File: src/rtl/fifo_uart_tx_if.sv
`default_nettype none
// ============================================================================
// fifo_uart_tx_if : FIFO-side and serial-side signals of the UART transmitter
// Rev 1.0
// ============================================================================
interface fifo_uart_tx_if #(
  parameter int DATA_WIDTH = 8
);
  logic                  tx_en;
  logic                  fifo_empty;
  logic [DATA_WIDTH-1:0] fifo_dout;
  logic                  fifo_rd_en;
  logic                  tx;
  logic                  tx_busy;
  logic                  tx_done;

  modport master (
    output tx_en, fifo_empty, fifo_dout,
    input  fifo_rd_en, tx, tx_busy, tx_done
  );

  modport slave (
    input  tx_en, fifo_empty, fifo_dout,
    output fifo_rd_en, tx, tx_busy, tx_done
  );
endinterface
`default_nettype wire

File: src/rtl/fifo_uart_tx.sv
`default_nettype none
// ============================================================================
// fifo_uart_tx : pops bytes from a show-ahead FIFO and sends them as 8N1-style
//                UART frames (start, LSB-first data, 1 or 2 stop bits).
// Rev 1.0
// ============================================================================
module fifo_uart_tx #(
  parameter int DATA_WIDTH   = 8,
  parameter int CLKS_PER_BIT = 868,
  parameter int STOP_BITS    = 1
) (
  input  logic              clk,
  input  logic              rst_n,
  fifo_uart_tx_if.slave     bus
);

  localparam int CNT_W = $clog2(CLKS_PER_BIT);
  localparam int BIT_W = (DATA_WIDTH > 1) ? $clog2(DATA_WIDTH) : 1;

  localparam logic [CNT_W-1:0] BAUD_LAST = CNT_W'(CLKS_PER_BIT - 1);
  localparam logic [CNT_W-1:0] BAUD_PRE  = CNT_W'(CLKS_PER_BIT - 2);
  localparam logic [BIT_W-1:0] BIT_LAST  = BIT_W'(DATA_WIDTH - 1);
  localparam logic             STOP_LAST = (STOP_BITS == 2);

  typedef enum logic [1:0] {
    IDLE  = 2'd0,
    START = 2'd1,
    DATA  = 2'd2,
    STOP  = 2'd3
  } state_t;

  state_t                state;
  logic [CNT_W-1:0]      baud;
  logic [BIT_W-1:0]      bit_idx;
  logic                  stop_idx;
  logic [DATA_WIDTH-1:0] shreg;
  logic                  tx_q;
  logic                  busy_q;
  logic                  done_q;

  logic                  pop;
  logic                  baud_wrap;
  logic [DATA_WIDTH-1:0] shifted;

  // Pop is decoded combinationally so the byte is captured on the very next edge.
  assign pop       = (state == IDLE) && bus.tx_en && !bus.fifo_empty;
  assign baud_wrap = (baud == BAUD_LAST);
  assign shifted   = shreg >> 1;

  always_ff @(posedge clk or negedge rst_n) begin
    if (!rst_n) begin
      state    <= IDLE;
      baud     <= '0;
      bit_idx  <= '0;
      stop_idx <= 1'b0;
      shreg    <= '0;
      tx_q     <= 1'b1;
      busy_q   <= 1'b0;
      done_q   <= 1'b0;
    end else begin
      done_q <= 1'b0;
      case (state)
        IDLE: begin
          if (pop) begin
            shreg  <= bus.fifo_dout;
            state  <= START;
            baud   <= '0;
            tx_q   <= 1'b0;
            busy_q <= 1'b1;
          end
        end
        START: begin
          if (baud_wrap) begin
            state   <= DATA;
            baud    <= '0;
            bit_idx <= '0;
            tx_q    <= shreg[0];
          end else begin
            baud <= baud + 1'b1;
          end
        end
        DATA: begin
          if (baud_wrap) begin
            baud  <= '0;
            shreg <= shifted;
            if (bit_idx == BIT_LAST) begin
              state    <= STOP;
              stop_idx <= 1'b0;
              tx_q     <= 1'b1;
            end else begin
              bit_idx <= bit_idx + 1'b1;
              tx_q    <= shifted[0];
            end
          end else begin
            baud <= baud + 1'b1;
          end
        end
        STOP: begin
          // Registered done is raised one cycle early so it lands on the final stop cycle.
          if ((stop_idx == STOP_LAST) && (baud == BAUD_PRE)) begin
            done_q <= 1'b1;
          end
          if (baud_wrap) begin
            baud <= '0;
            if (stop_idx == STOP_LAST) begin
              state    <= IDLE;
              stop_idx <= 1'b0;
              busy_q   <= 1'b0;
            end else begin
              stop_idx <= 1'b1;
            end
          end else begin
            baud <= baud + 1'b1;
          end
        end
        default: state <= IDLE;
      endcase
    end
  end

  assign bus.fifo_rd_en = pop;
  assign bus.tx         = tx_q;
  assign bus.tx_busy    = busy_q;
  assign bus.tx_done    = done_q;

endmodule
`default_nettype wire

File: src/flat_wrapper.sv
// flat-port wrapper written by rule: the top's interface ports become plain ports
module fifo_uart_tx_flat 
#(
  parameter int DATA_WIDTH   = 8,
  parameter int CLKS_PER_BIT = 868,
  parameter int STOP_BITS    = 1
)
  (clk, rst_n, bus_tx_en, bus_fifo_empty, bus_fifo_dout, bus_fifo_rd_en, bus_tx, bus_tx_busy, bus_tx_done);
  fifo_uart_tx_if #(.DATA_WIDTH(DATA_WIDTH)) bus_i ();
  input  logic clk;
  input  logic rst_n;
  input wire logic [$bits(bus_i.tx_en)-1:0] bus_tx_en;
  input wire logic [$bits(bus_i.fifo_empty)-1:0] bus_fifo_empty;
  input wire logic [$bits(bus_i.fifo_dout)-1:0] bus_fifo_dout;
  output wire logic [$bits(bus_i.fifo_rd_en)-1:0] bus_fifo_rd_en;
  output wire logic [$bits(bus_i.tx)-1:0] bus_tx;
  output wire logic [$bits(bus_i.tx_busy)-1:0] bus_tx_busy;
  output wire logic [$bits(bus_i.tx_done)-1:0] bus_tx_done;
  assign bus_i.tx_en = bus_tx_en;
  assign bus_i.fifo_empty = bus_fifo_empty;
  assign bus_i.fifo_dout = bus_fifo_dout;
  assign bus_fifo_rd_en = bus_i.fifo_rd_en;
  assign bus_tx = bus_i.tx;
  assign bus_tx_busy = bus_i.tx_busy;
  assign bus_tx_done = bus_i.tx_done;
  fifo_uart_tx #(.DATA_WIDTH(DATA_WIDTH), .CLKS_PER_BIT(CLKS_PER_BIT), .STOP_BITS(STOP_BITS)) u_core (.clk(clk), .rst_n(rst_n), .bus(bus_i));
endmodule
File: config.mk
export PLATFORM = sky130hd
export DESIGN_NAME = fifo_uart_tx_flat
export DESIGN_NICKNAME = d
export VERILOG_FILES = /design/src/rtl/fifo_uart_tx_if.sv /design/src/rtl/fifo_uart_tx.sv /design/src/flat_wrapper.sv
export SDC_FILE = /design/constraint.sdc
export NUM_CORES = 1
export LEC_CHECK = 0
export ABC_CLOCK_PERIOD_IN_PS = 2350
export CELL_PAD_IN_SITES_DETAIL_PLACEMENT = 2
export CELL_PAD_IN_SITES_GLOBAL_PLACEMENT = 2
export CORE_AREA = 2 2 92 67
export DETAILED_ROUTE_END_ITERATION = 8
export DIE_AREA = 0 0 94 69
export PLACE_DENSITY_LB_ADDON = 0.25
export SKIP_CTS_REPAIR_TIMING = 1
export SLEW_MARGIN = 20
export SYNTH_ARGS = -nofsm -noshare
export SYNTH_HDL_FRONTEND = slang
export SYNTH_SLANG_ARGS = --single-unit
File: constraint.sdc
create_clock -name clk -period 2.35 [get_ports clk]
set_clock_uncertainty 0.2 [all_clocks]
set_input_delay 0.705 -clock clk [delete_from_list [all_inputs] [get_ports clk]]
set_output_delay 0.705 -clock clk [all_outputs]
set_load 0.02 [all_outputs]
==> flow_metrics.py <==
metrics = {
    "worst_setup_path": {
        "cp-start-kind": "register",
        "cp_slowest_cell": "dfrtp_1",
        "critPathMaxFanout": 2,
        "setup.worst_path.class": "reg2out",
        "worstPathRequired_ns": 1.44,
        "reg2reg_from": "u_core.state[0]",
        "rr_worst_depth": 6,
        "critPathLaunch": "u_core.state[0]",
        "r2r_end": "u_core.state[1]",
        "critPathMaxStageDelay_ns": 0.40,
        "r2r_slack_ns": 0.17,
        "cp_data_arrival_time_ns": 1.34,
        "crit_chain": "inv_1 > ha_1 > and3b_2 > buf_6",
        "cp-end-kind": "output pin",
    },
    "routing": {
        "wirelength_um": 4510,
        "firstDrtPassIters": 4,
        "drtIter0Drc": 50,
        "drt_drc_violations_left": 0,
        "viasPerCell": 5.19,
        "post_drt_wl_per_cell_um": 17.3,
        "detail-route-antenna-nets": 0,
        "vias": 1355,
    },
    "global_routing": {
        "grt_pass1_wl_um": 7630,
        "grt_max_degree": 27,
        "grt_antenna_before_repair": 0,
        "overflow": 0,
        "grt_pass1_vias": 1472,
        "grtUsageTotal": 0.149,
    },
    "cts": {
        "htree_num_levels": 1,
        "clk_pin_slew_ns": 0.09,
        "clock-sinks": 26,
        "cts_tree": "yes",
        "numCtsBuffers": 3,
        "cts_buffer_depth": 2,
        "worstSkewPairLatency_ns": 0.27,
        "root_buffer": "clkbuf_8",
    },
    "sta": {
        "worst_pin_slew_ns": 0.438,
        "hold_viol": 0,
        "period_share": 0.955,
        "maxSlewViolCount": 0,
        "rsz0062_at_grt": "false",
        "fmax_ghz": 0.446,
        "layout_setup_ws_ns": 0.106,
        "slew_headroom": 0.706,
        "setup_viol": 0,
        "period_minus_slack_ns": 2.24,
    },
    "yosys": {
        "synth_compound_area_frac": 0.238,
        "synthMuxAreaShare": 0.0172,
        "yosys_most_used_dff": "dfrtp_1",
        "synth-xor-area-share": 0,
        "synth_simple_gate_area_frac": 0.195,
        "seq_area_frac_synth": 0.428,
        "netlist_area_mm2": 0.00152,
        "yosys_warnings": 0,
        "synthesis.nets": 186,
        "synth-seq-cells": 26,
        "synthAdderAreaFrac": 0.0739,
        "synth_top_family_by_area": "compound AO/OA/AOI/OAI gates",
        "syn_inst": 165,
        "syn_avg_cell_area_um2": 9.24,
        "ys_async_sr_fraction": 1.00,
        "yosysUniqueCellTypes": 43,
        "synth_edf_count": 0,
    },
    "floorplanning": {
        "dieWidth_um": 94,
        "die_height_um": 69,
        "dieArea_mm2": 0.00649,
        "start_util": 0.272,
        "core-area_mm2": 0.00561,
        "io_pins": 16,
        "num_rows": 23,
    },
    "power": {
        "peakVddDrop_v": 0.000145,
        "power.density_mw_per_mm2": 412,
        "p_leak_nw": 0.817,
        "finalPower_uw": 774,
    },
    "min_path": {
        "hold_depth": 1,
        "hp-start": "u_core.shreg[7]",
        "hold_path_end": "u_core.shreg[7]",
        "hold_path_class": "reg2reg",
    },
    "placement": {
        "place_congestion": 0.718,
        "io_buffers": 15,
        "pre_cts_ws_ns": -0.635,
        "hpwl_um": 3400,
    },
    "outcome": {
        "status": "finished clean",
    },
    "final_layout": {
        "diodes": 0,
        "final_util": 0.334,
        "synthToLayoutAreaGrowth_pct": 23.1,
        "nNetsFinal": 208,
        "fill_cells": 620,
        "drive_above_1_share": 0.134,
    },
    "flow_run": {
        "cap_violations": 0,
    },
}
## layer usage
layer  GRT usage  routed length, µm  vias to the layer above
met2       0.234               2120                       13
met5           0                  0                        -
li1            -                  -                      650
met4      0.0258                 11                        0
met3      0.0306                 81                        2
met1       0.215               2300                      690
## cell usage in the layout, fill, tap and decap left out, types with 2 or more instances in the layout
cell type and n:
nor2_1 7, clkbuf_8 4, a21oi_1 9, buf_4 11
dfrtp_1 25, a31oi_1 5, ha_1 9, dlymetal6s2s_1 3
a21o_1 2, o22ai_1 14, nor3_1 4, o21ai_0 15
nand4_1 3, nand3_1 7, nand2_1 19, inv_1 9
clkdlybuf4s50_1 11, or3_1 2, o311ai_0 2, nor4_1 2
## how the worst max path moves through the flow
stage / cells after the start / endpoint / slack, ns
final: 4 / bus_fifo_rd_en / 0.11
after global routing: 4 / bus_fifo_rd_en / 0.03
after CTS: 3 / bus_fifo_rd_en / -0.65
after detailed placement: 3 / bus_fifo_rd_en / -0.63
after global placement: 3 / bus_fifo_rd_en / -0.63
after floorplan: 6 / u_core.state[1] / 0.16
## area by class of cell
| type | count | area, µm² | share of cell area |
|---|---|---|---|
| multi-input combinational | 121 | 800 | 0.426 |
| sequential | 26 | 652 | 0.348 |
| clock buffer | 4 | 55.1 | 0.0294 |
| tap | 75 | 93.8 | 0.0500 |
| inverter | 9 | 33.8 | 0.0180 |
| timing repair buffer | 26 | 241 | 0.129 |
## power breakdown
group	switching, mW	internal (mW)	total (mW)
clock	0.145	0.150	0.295
combinational	0.0128	0.0186	0.0315
sequential	0	0.447	0.447
## Yosys cell counts, drive strengths merged (2+ instances only)
cell type	number	area [µm²]
nand2	19	71.3
inv	9	33.8
a31oi	5	31.3
o22ai	14	87.6
buf	3	16.3
nand3	8	52.6
a21o	2	15.0
dfrtp	25	626
o311ai	2	17.5
or3	2	12.5
a21oi	9	45.0
mux2	2	26.3
nor2	7	26.3
o21ai	16	80.1
clkbuf	6	23.8
ha	9	113
nor3	4	20.0
nand4	3	18.8
nor4	2	12.5
## through the flow
step           TNS (ns)  hold slack [ns]  cells  area (µm²)
2_1_floorplan         0            0.209    165        1520
6_report              0            0.297    261        1880
5_1_grt               0            0.320    261        1880
3_3_place_gp      -1.99            0.277    257        1810
4_1_cts          -0.653            0.302    261        1870
3_5_place_dp      -2.17            0.274    257        1810
## sequential cells by signal, summed over array words and instances (netlist names)
register	flops
u_core.baud	10
u_core.shreg	8
u_core.bit_idx	3
u_core.state	2
u_core.bus.tx	1
u_core.bus.tx_busy	1
u_core.bus.tx_done	1
## worst max-delay path, delay by kind of cell (launching register included)
family        cells  cell delay [ns]
simple gates      1             0.25
flops             1             0.40
fa+ha+maj         1             0.20
buf+inv           2             0.22
## logic make-up after synthesis
logic type,after synthesis
buf+inv,18
flops,26
simple gates,54
compound gates,56
fa+ha+maj,9
mux,2
(Power assumes the default switching activity.)
